`config.mk`:
```
export PLATFORM = sky130hd
export DESIGN_NAME = classification_sweep_controller
export DESIGN_NICKNAME = d
export VERILOG_FILES = /design/src/rtl/classification_sweep_controller.sv
export SDC_FILE = /design/constraint.sdc
export NUM_CORES = 1
export LEC_CHECK = 0
export ABC_CLOCK_PERIOD_IN_PS = 1900
export CAP_MARGIN = 20
export CORE_ASPECT_RATIO = 0.8
export CORE_UTILIZATION = 54
export DETAILED_ROUTE_END_ITERATION = 8
export GPL_ROUTABILITY_DRIVEN = 0
export PLACE_DENSITY = 0.88
export REMOVE_ABC_BUFFERS = 1
export SETUP_SLACK_MARGIN = 0.5
export SYNTH_ARGS = -nofsm -noshare
export SYNTH_HDL_FRONTEND = slang
export SYNTH_SLANG_ARGS = --single-unit
```
`constraint.sdc`:
```
create_clock -name clk -period 1.9 [get_ports clk]
set_input_delay 0.38 -clock clk [delete_from_list [all_inputs] [get_ports clk]]
set_output_delay 0.38 -clock clk [all_outputs]
set_load 0.005 [all_outputs]
```
`src/rtl/classification_sweep_controller.sv`:
```
`default_nettype none
// ============================================================================
// Module   : classification_sweep_controller
// Brief    : Runs the seizure detector over every test-vector ROM entry once
//            and scores each result against the ROM's expected label.
// Revision : 1.0 - initial release
// ============================================================================
module classification_sweep_controller #(
    parameter int NUM_VECTORS    = 10,
    parameter int SETTLE_CYCLES  = 2,
    parameter int TIMEOUT_CYCLES = 65535,
    parameter int CNT_W          = 8
) (
    input  logic             clk,
    input  logic             rst_n,
    input  logic             start,
    input  logic             abort,
    output logic [3:0]       vector_idx,
    input  logic             expected_label,
    input  logic             det_ready,
    output logic             det_data_valid,
    input  logic             det_result_valid,
    input  logic             det_seizure,
    output logic             busy,
    output logic             done,
    output logic             timeout_err,
    output logic [CNT_W-1:0] pass_cnt,
    output logic [CNT_W-1:0] fail_cnt,
    output logic [CNT_W-1:0] fp_cnt,
    output logic [CNT_W-1:0] fn_cnt
);

    localparam int               SW            = (SETTLE_CYCLES > 1) ? $clog2(SETTLE_CYCLES) : 1;
    localparam logic [SW-1:0]    c_settle_last = SW'(SETTLE_CYCLES - 1);
    localparam logic [15:0]      c_to_last     = 16'(TIMEOUT_CYCLES - 1);
    localparam logic [3:0]       c_idx_last    = 4'(NUM_VECTORS - 1);
    localparam logic [CNT_W-1:0] c_cnt_max     = '1;

    typedef enum logic [2:0] {
        S_IDLE        = 3'd0,
        S_SETUP       = 3'd1,
        S_WAIT_READY  = 3'd2,
        S_LAUNCH      = 3'd3,
        S_WAIT_RESULT = 3'd4,
        S_SCORE       = 3'd5,
        S_DONE        = 3'd6
    } state_t;

    state_t        r_state;
    state_t        w_next;
    logic [SW-1:0] r_settle_cnt;
    logic [15:0]   r_to_cnt;
    logic          r_rv_prev;
    logic          w_begin;
    logic          w_score;
    logic          w_expire;
    logic          w_last;

    function automatic logic [CNT_W-1:0] sat_inc(input logic [CNT_W-1:0] v);
        return (v == c_cnt_max) ? v : v + 1'b1;
    endfunction

    always_ff @(posedge clk or negedge rst_n) begin
        if (!rst_n) r_state <= S_IDLE;
        else        r_state <= w_next;
    end

    always_comb begin
        w_next         = r_state;
        w_begin        = 1'b0;
        w_score        = 1'b0;
        w_expire       = 1'b0;
        w_last         = (vector_idx == c_idx_last);
        busy           = (r_state != S_IDLE) && (r_state != S_DONE);
        done           = (r_state == S_DONE);
        det_data_valid = (r_state == S_LAUNCH);
        case (r_state)
            S_IDLE, S_DONE: begin
                if (abort)      w_next = S_IDLE;
                else if (start) begin
                    w_next  = S_SETUP;
                    w_begin = 1'b1;
                end
            end
            S_SETUP:       if (r_settle_cnt == c_settle_last) w_next = S_WAIT_READY;
            S_WAIT_READY:  if (det_ready) w_next = S_LAUNCH;
                           else if (r_to_cnt == c_to_last) w_expire = 1'b1;
            S_LAUNCH:      w_next = S_WAIT_RESULT;
            // Only a fresh rising edge counts; a level left high by the previous vector does not.
            S_WAIT_RESULT: if (det_result_valid && !r_rv_prev) w_next = S_SCORE;
                           else if (r_to_cnt == c_to_last) w_expire = 1'b1;
            S_SCORE:       w_score = 1'b1;
            default:       w_next = S_IDLE;
        endcase
        if (w_score || w_expire) w_next = w_last ? S_DONE : S_SETUP;
        if (abort && busy) begin
            w_next   = S_IDLE;
            w_score  = 1'b0;
            w_expire = 1'b0;
        end
    end

    always_ff @(posedge clk or negedge rst_n) begin
        if (!rst_n) begin
            r_settle_cnt <= '0;
            r_to_cnt     <= '0;
            r_rv_prev    <= 1'b0;
            vector_idx   <= '0;
            timeout_err  <= 1'b0;
            pass_cnt     <= '0;
            fail_cnt     <= '0;
            fp_cnt       <= '0;
            fn_cnt       <= '0;
        end else begin
            r_rv_prev    <= det_result_valid;
            r_settle_cnt <= (r_state == S_SETUP) ? r_settle_cnt + 1'b1 : '0;
            r_to_cnt     <= (r_state == S_WAIT_READY || r_state == S_WAIT_RESULT) ?
                            r_to_cnt + 16'd1 : 16'd0;
            if (w_begin) begin
                vector_idx  <= '0;
                timeout_err <= 1'b0;
                pass_cnt    <= '0;
                fail_cnt    <= '0;
                fp_cnt      <= '0;
                fn_cnt      <= '0;
            end else if (w_score || w_expire) begin
                if (w_expire) begin
                    timeout_err <= 1'b1;
                    fail_cnt    <= sat_inc(fail_cnt);
                end else if (det_seizure == expected_label) begin
                    pass_cnt <= sat_inc(pass_cnt);
                end else begin
                    fail_cnt <= sat_inc(fail_cnt);
                    if (det_seizure) fp_cnt <= sat_inc(fp_cnt);
                    else             fn_cnt <= sat_inc(fn_cnt);
                end
                if (!w_last) vector_idx <= vector_idx + 4'd1;
            end
        end
    end

endmodule
`default_nettype wire

```
==> results of run 1 <==
==> through the flow <==
stage          hold WS, ps  cell area (um^2)
4_1_cts              48.59              4649
3_5_place_dp         410.2              3847
3_3_place_gp         402.1              3847
2_1_floorplan        84.41              3104
==> logic make-up after synthesis <==
logic type,after synthesis,synth area share
AND/OR/NAND/NOR,155,0.2509
XOR/XNOR,32,0.08836
buffers and inverters,26,0.03905
AO/OA/AOI/OAI,33,0.08836
adder cells (fa/ha/maj),8,0.03156
flip-flops,58,0.4576
multiplexers,14,0.04418
==> what timing repair did <==
item / 4_1_cts
cloned: 1
pin swaps: 12
setup buffers: 62
resized for setup: 119
setup endpoints to repair: 96
==> summary.md, run 1 <==
| Metric | Value |
|---|---|
| Run status | aborted with a tool error |
| Last stage reached | 5_1_grt |
| Err | [ERROR DPL-0038] Utilization greater than 100%, impossible to legalize |
| Starting Density | 0.5709 |
| Synthesized flop and latch total | between 50 and 60 |
| Seq/Total Area, Yosys | 0.4576 |
| Dpl hpwl | ~4900 um |
| I/O pins | 48 |
| Post-synth top area share | 0.4576 |
| Netlist cell types | 47 |
| Maximum clock path buffer count | 2 |
| Dpl ws | -264.0 ps |
| Post-synth EDFFs | 0 |
| H-tree Lvls | 3 |
| Syn_area_per_cell | between 9 and 10 um^2 |
| Synth Instances | 326 |
| Post-Syn Area | ~3200 um^2 |
| Top cells by instance count after synthesis | dfrtp_1, nor2_1, nand2_1 |
| Port buffer count | 47 |
| TritonCTS Buffers | 9 |
| Area contributors post-synth | dfrtp_1, nor2_1, xnor2_1, mux2i_1, xor2_1 |
| Row count | 24 |
| Cts-stage hold buffer count | 0 |
| Worst ep type | register input |
| Count leader, synth | dfrtp_1 |
| DIE HEIGHT | ~71 um |
| Area leader, netlist | dfrtp_1 |
| Die Span X | 87.69 um |
| Synth warn | 0 |
| Post-GRT worst EP | vector_idx[2]$_DFFE_PN0P_/D |
| Sink Count | 58 |
| CTS Root Cell | clkbuf_8 |
| Async S/R FF share, synth | 1.000 |
| Pin count of the biggest net entering global routing | 24 |
| Post-Place Cells | around 460 |
| Top FF cell, synth | dfrtp_1 |
==> inputs of run 2 (changes only) <==
- CORE_ASPECT_RATIO: 0.8 -> unset
- CORE_UTILIZATION: 54 -> 40
- PLACE_DENSITY: 0.88 -> unset
- PLACE_DENSITY_LB_ADDON: unset -> 0.15
- SETUP_SLACK_MARGIN: 0.5 -> unset
==> run 2 against run 1 <==
The run now ends clean. Synthesized cell count is the same. Area after synthesis is the same.
==> summary.md, run 2 <==
| Metric | Value |
|---|---|
| TritonCTS Buffers | 9 |
| Setup_tns | 0 ps |
| Die Area | 8289 um^2 |
| Final core utilization | 0.5568 |
| Sink Count | 58 |
| Filler cell count in the final layout | about 730 |
| Slew HR | 0.5994 |
| Count leader, synth | dfrtp_1 |
| Seq/Total Area, Yosys | 0.4576 |
| RSZ-0062 raised after global routing | yes |
| Detailed-route wire length per cell | 13.52 um |
| Reg with most FFs | r_to_cnt |
| Post-Place Cells | roughly 490 |
| Leak | 1.827 nW |
| # diodes | 0 |
| Synth warn | 0 |
| Post-Syn Area | about 3200 um^2 |
| Vias per inst | slightly above 5 |
| First-pass GRT wire length | ~12000 um |
| First drt pass iteration count | 4 |
| CP max stage delay | ~540 ps |
| Fin. Hold Viols | 0 |
| Slowest cell on the critical path | or4b_4 |
| Final net count | 420 |
| Async S/R FF share, synth | 1.000 |
| CP Cell Sequence | inv_1 -> ha_1 -> and3b_1 -> nor3b_4 -> a31oi_4 -> or4b_4 -> a21oi_2 |
| Crit share post-route | 0.9805 |
| Slew Viols, Final | 0 |
| CTS Root Cell | clkbuf_8 |
| Hold_sp | r_settle_cnt |
| Dpl hpwl | ~4700 um |
| Pwr Density | around 630 nW/um^2 |
| I/O pins | 48 |
| Finished Layout Cells | 510 |
| Run status | complete, no violations |
| Crit path time final | 1863 ps |
| Clk_skew | approximately 10 ps |
| Netlist cell types | 47 |
| # DRC | 0 |
| Clock transition at path regs | around 70 ps |
| Area occupied by multi-input gates | 1714 um^2 |
| Area contributors post-synth | dfrtp_1, nor2_1, xnor2_1, mux2i_1, xor2_1 |
| DIE HEIGHT | roughly 91 um |
| Maximum clock path buffer count | 2 |
| H-tree Lvls | 3 |
| Clk_lat worst skew | 330 ps |
| Critical R2R Capture | vector_idx[2] |
| Most frequent cells in the layout | dfrtp_1, nor2_1, clkdlybuf4s50_1 |
| Register area | roughly 1500 um^2 |
| Starting Density | 0.4126 |
| Post-synth top area share | 0.4576 |
| Port buffer count | 47 |
| Top FF cell, synth | dfrtp_1 |
| Max reg flops | 16 |
| Syn_area_per_cell | 9.729 um^2 |
| Worst reg2reg path depth | 7 |
| DR vias | 2588 |
| R2r setup slk | around 37 ps |
| Max Fclk | 0.5368 GHz |
| Pin count of the biggest net entering global routing | 44 |
| Family with the most delay on the worst path | simple AND/OR/NAND/NOR gates |
| Row count | 32 |
| Max-cap check violation count | 0 |
| Critical path launch point | r_to_cnt[0] |
| Synthesized flop and latch total | 58 |
| Top cells by instance count after synthesis | dfrtp_1, nor2_1, nand2_1 |
| RR Startpoint | r_to_cnt[0] |
| Core Box Area | 7687 um^2 |
| Startpoint Class | flip-flop |
| Antenna violations before repair | 0 |
| DRT Wirelength | a little under 7000 um |
| Kind of critical path | reg2reg |
| WP depth | 7 |
| Synth Instances | between 300 and 400 |
| Buf/Inv on CP | 1 |
| Number of global-route vias before repair | approximately 2500 |
| Die Span X | between 90 and 100 um |
| Tot Pwr | approximately 2.7 mW |
| GRT overflow | 0 |
| DR iter-0 viols | roughly 120 |
| Routed Antenna Nets | 0 |
| Area grow syn2layout | 34.95% |
| Critical Path Fanout Max | 5 |
| WP data required | 2150 ps |
| Total global-route track usage | 0.1781 |
| CP Capture Type | flip-flop |
| Post-synth EDFFs | 0 |
| CP arrival | between 2000 and 2500 ps |
| CTS tree | built |
| Worst min-delay path category | reg2reg |
| Area leader, netlist | dfrtp_1 |
| Maximum VDD drop | just over 0.4 mV |
| Layout cell share with drive strength beyond 1 | 0.1961 |
| Worst Max-Slew Pin Slew | ~600 ps |
| Setup Viol. Count Final | 0 |
| Setup crit end | vector_idx[2] |
| Commonest non-fill, non-tap cell in the layout | dfrtp_1 |
-- run 2: final cells by class --
cell class                      count  share of cell area
Multi-Input combinational cell    242              0.4005
Clock inverter                      3            0.009354
Tap cell                          102             0.02982
Sequential cell                    58              0.3400
Timing Repair Buffer               78              0.1733
Inverter                           15             0.01315
Clock buffer                       12             0.03391
-- run 2: repair_timing --
item	in CTS	in global routing
setup buffers	3	2
setup endpoints to repair	4	19
hold buffers	1	0
pin swaps	0	5
endpoints found under the hold margin	15	0
resized for setup	11	19
-- run 2: per-stage QoR --
step / area (um^2) / setup WS [ps] / hold slack, ps
after floorplan: 3104 / -30.06 / 84.41
after global placement: 3923 / -219.1 / 334.3
after detailed placement: 3923 / -248.8 / 340.4
after CTS: 4179 / 0.2869 / 467.4
after global routing: 4280 / -63.24 / 493.0
final: 4280 / 36.96 / 466.0
-- run 2: report_power, final --
group	internal [mW]	leakage (nW)	switching (mW)
Sequential	1.25	0.801	0.0181
Combinational	0.138	0.930	0.162
Clock	0.631	0.0962	0.474
Total	2.02	1.83	0.654
-- run 2: kinds of logic (layout without fill, tap and decap cells) --
kind of cell / Yosys count / in the layout / share of synthesized area
xor+xnor: 32 / 32 / 0.08836
buf+inv: 26 / 108 / 0.03905
flops: 58 / 58 / 0.4576
simple gates: 155 / 155 / 0.2509
fa+ha+maj: 8 / 8 / 0.03156
compound gates: 33 / 33 / 0.08836
mux: 14 / 14 / 0.04418
-- run 2: worst min path at each step --
stage                     slack [ps]            to  depth (start not counted)
final                            470  r_settle_cnt                          1
after global routing             490  r_settle_cnt                          1
after CTS                        470  r_settle_cnt                          1
after detailed placement         340   fail_cnt[2]                          1
after global placement           330   fail_cnt[2]                          1
after floorplan                   80   fail_cnt[0]                          0
-- run 2: layer usage --
| layer | track usage | vias up | share of wire |
|---|---|---|---|
| li1 | - | 1271 | - |
| met1 | 0.2471 | 1256 | 0.49 |
| met2 | 0.2727 | 51 | 0.45 |
| met3 | 0.04188 | 10 | 0.042 |
| met4 | 0.06085 | 0 | 0.014 |
| met5 | 0 | - | 0 |
(Power assumes the default switching activity.)
==> inputs of run 3 (changes only) <==
- CORE_UTILIZATION: 40 -> 30
- SLEW_MARGIN: unset -> 20
==> run 3 against run 2 <==
Die area is 33% higher. Register-to-register slack better by 20 ps. Count of clock-buffer cells in the layout is 1 lower. Clock power is 6% higher. Core utilization is 14 points lower. Largest power group unchanged. Critical endpoint unchanged. Largest cell class unchanged. Highest routed layer unchanged.
==> summary.md, run 3 (synthesis gave the netlist of run 2 again) <==
| Metric | Value |
|---|---|
| Run status | complete, no violations |
| Met2 Use GR | 0.2039 |
| WP data required | about 2200 ps |
| WHS | approximately 43 ps |
| Routed Antenna Nets | 0 |
| Global route hottest layer | met2 |
| DIE HEIGHT | between 100 and 150 um |
| Dpl hpwl | 4778 um |
| Crit path time final | between 1500 and 2000 ps |
| Clock transition at path regs | 70 ps |
| Commonest non-fill, non-tap cell in the layout | dfrtp_1 |
| Detailed-route wire length per cell | approximately 13 um |
| Number of global-route vias before repair | about 2400 |
| Logic pwr share | 0.113 |
| Max Fclk | 0.5414 GHz |
| Die Span X | roughly 100 um |
| Max reg flops | 16 |
| I/O pins | 48 |
| Setup_tns | 0 ps |
| Clk_lat worst skew | 330 ps |
| Int Pwr | a little over 2 mW |
| DR iter-0 viols | 85 |
| Worst Max-Slew Pin Slew | 640.2 ps |
| Switching share of power | 0.2508 |
| GRT overflow | 0 |
| Most frequent cells in the layout | dfrtp_1, nor2_1, clkdlybuf4s50_1 |
| Clk_skew | 10.58 ps |
| Kind of critical path | reg2reg |
| Row count | 37 |
| Worst reg2reg path depth | 6 |
| Filler cell count in the final layout | approximately 1100 |
| Clock power frac | 0.428 |
| Slew Viols, Final | 0 |
| # DRC | 0 |
| Slowest cell on the critical path | or4b_4 |
| Setup Viol. Count Final | 0 |
| Maximum clock path buffer count | 2 |
| Core Box Area | around 10000 um^2 |
| Register area | about 1500 um^2 |
| First drt pass iteration count | 4 |
| Worst setup slack after layout | approximately 53 ps |
| Tot Pwr | 2.768 mW |
| Leak | about 1.8 nW |
| Antenna violations before repair | 0 |
| Port buffer count | 47 |
| Layout cell share with drive strength beyond 1 | 0.1946 |
| CP max stage delay | 520 ps |
| Starting Density | 0.3086 |
| Final core utilization | 0.4168 |
| Final net count | roughly 420 |
| Max-cap check violation count | 0 |
| Met3 usage | 0.03930 |
| Critical R2R Capture | vector_idx[2] |
| DR vias | ~2500 |
| TritonCTS Buffers | 9 |
| CP Cell Sequence | xor2_2 -> buf_4 -> o21ai_1 -> nand2_1 -> or4b_4 -> a21oi_2 |
| H-tree Lvls | 3 |
| Critical Path Fanout Max | 5 |
| Area occupied by multi-input gates | 1650 um^2 |
| CP arrival | ~2100 ps |
| Pin count of the biggest net entering global routing | 59 |
| M1 GR Usage | 0.1858 |
| CTS tree | built |
| NetSw | 0.6942 mW |
| Total global-route track usage | 0.1351 |
| Pwr Density | around 650 nW/um^2 |
| Area grow syn2layout | 35.07% |
| Buf/Inv on CP | 1 |
| Startpoint Class | flip-flop |
| Worst min-delay path category | in2async |
| CTS Root Cell | clkbuf_8 |
| RR Startpoint | r_state[1] |
| R2r setup slk | approximately 53 ps |
| Fin. Hold Viols | 0 |
| Reg with most FFs | r_to_cnt |
| Cts-stage hold buffer count | 0 |
| Dpl ws | -267.4 ps |
| # diodes | 0 |
| Vias per inst | roughly 4.5 |
| First-pass GRT wire length | roughly 12000 um |
| CP Capture Type | flip-flop |
| Seq pwr share | 0.459 |
| Maximum VDD drop | roughly 0.38 mV |
| Family with the most delay on the worst path | simple AND/OR/NAND/NOR gates |
| Slew HR | 0.5732 |
| Crit share post-route | 0.9721 |
| DRT Wirelength | around 7000 um |
| Sink Count | 58 |
| RSZ-0062 raised after global routing | yes |
| Die Area | between 10000 and 15000 um^2 |
[run 3: changes by cell type in the layout (fill, tap and decap cells not counted), sizes merged]
cell           previous run  this run
dlygate4sd2               3         2
dlygate4sd3               1         0
clkinvlp                  0         1
clkbuf                   12        11
buf                      31        34
clkdlybuf4s15             0         1
clkinv                    2         3
[run 3: worst max path at each step]
stage	from	endpoint	slack, ps	cells past startpoint
floorplan	r_state[1]	fn_cnt[0]	-30	4
global placement	abort	fn_cnt[7]	-230	6
detailed placement	abort	fn_cnt[4]	-270	7
CTS	r_state[2]	vector_idx[2]	0.8	6
global route	r_to_cnt[0]	vector_idx[2]	-30	7
finish	r_state[1]	vector_idx[2]	50	6
[run 3: per-layer routing]
| metal | vias to the layer above | wire [um] | share of wire |
|---|---|---|---|
| li1 | 1266 | - | - |
| met2 | 37 | 3129 | 0.44 |
| met5 | - | 0 | 0 |
| met3 | 4 | 236 | 0.033 |
| met1 | 1176 | 3651 | 0.52 |
| met4 | 0 | 66 | 0.0093 |
[run 3: stage by stage]
step,instance area (um^2),std cells
after floorplan,3104,315
after global placement,3958,522
after detailed placement,3958,522
after CTS,4205,542
after global routing,4284,547
final,4284,547
[run 3: cell type report]
cell class | instances | share of cell area
inverter | 15 | 0.01314
clock inverter | 5 | 0.01227
clock buffer | 11 | 0.03534
timing repair buffer | 80 | 0.1746
tap | 136 | 0.03972
sequential | 58 | 0.3397
multi-input combinational | 242 | 0.3852
[run 3: power groups by stage]
stage	clock network (mW)	registers (mW)	logic, mW
after floorplan	0	1.30	0.114
after global placement	0	1.30	0.284
after detailed placement	0	1.30	0.281
after CTS	1.22	1.27	0.300
after global routing	1.28	1.27	0.349
final	1.18	1.27	0.312
[run 3: what timing repair did]
item / CTS / global route
pin swaps: 0 / 5
gates cloned: 0 / 0
endpoints found under the setup margin: 3 / 7
buffers inserted: 4 / 5
hold endpoints to repair: 0 / 0
resized for setup: 9 / 12
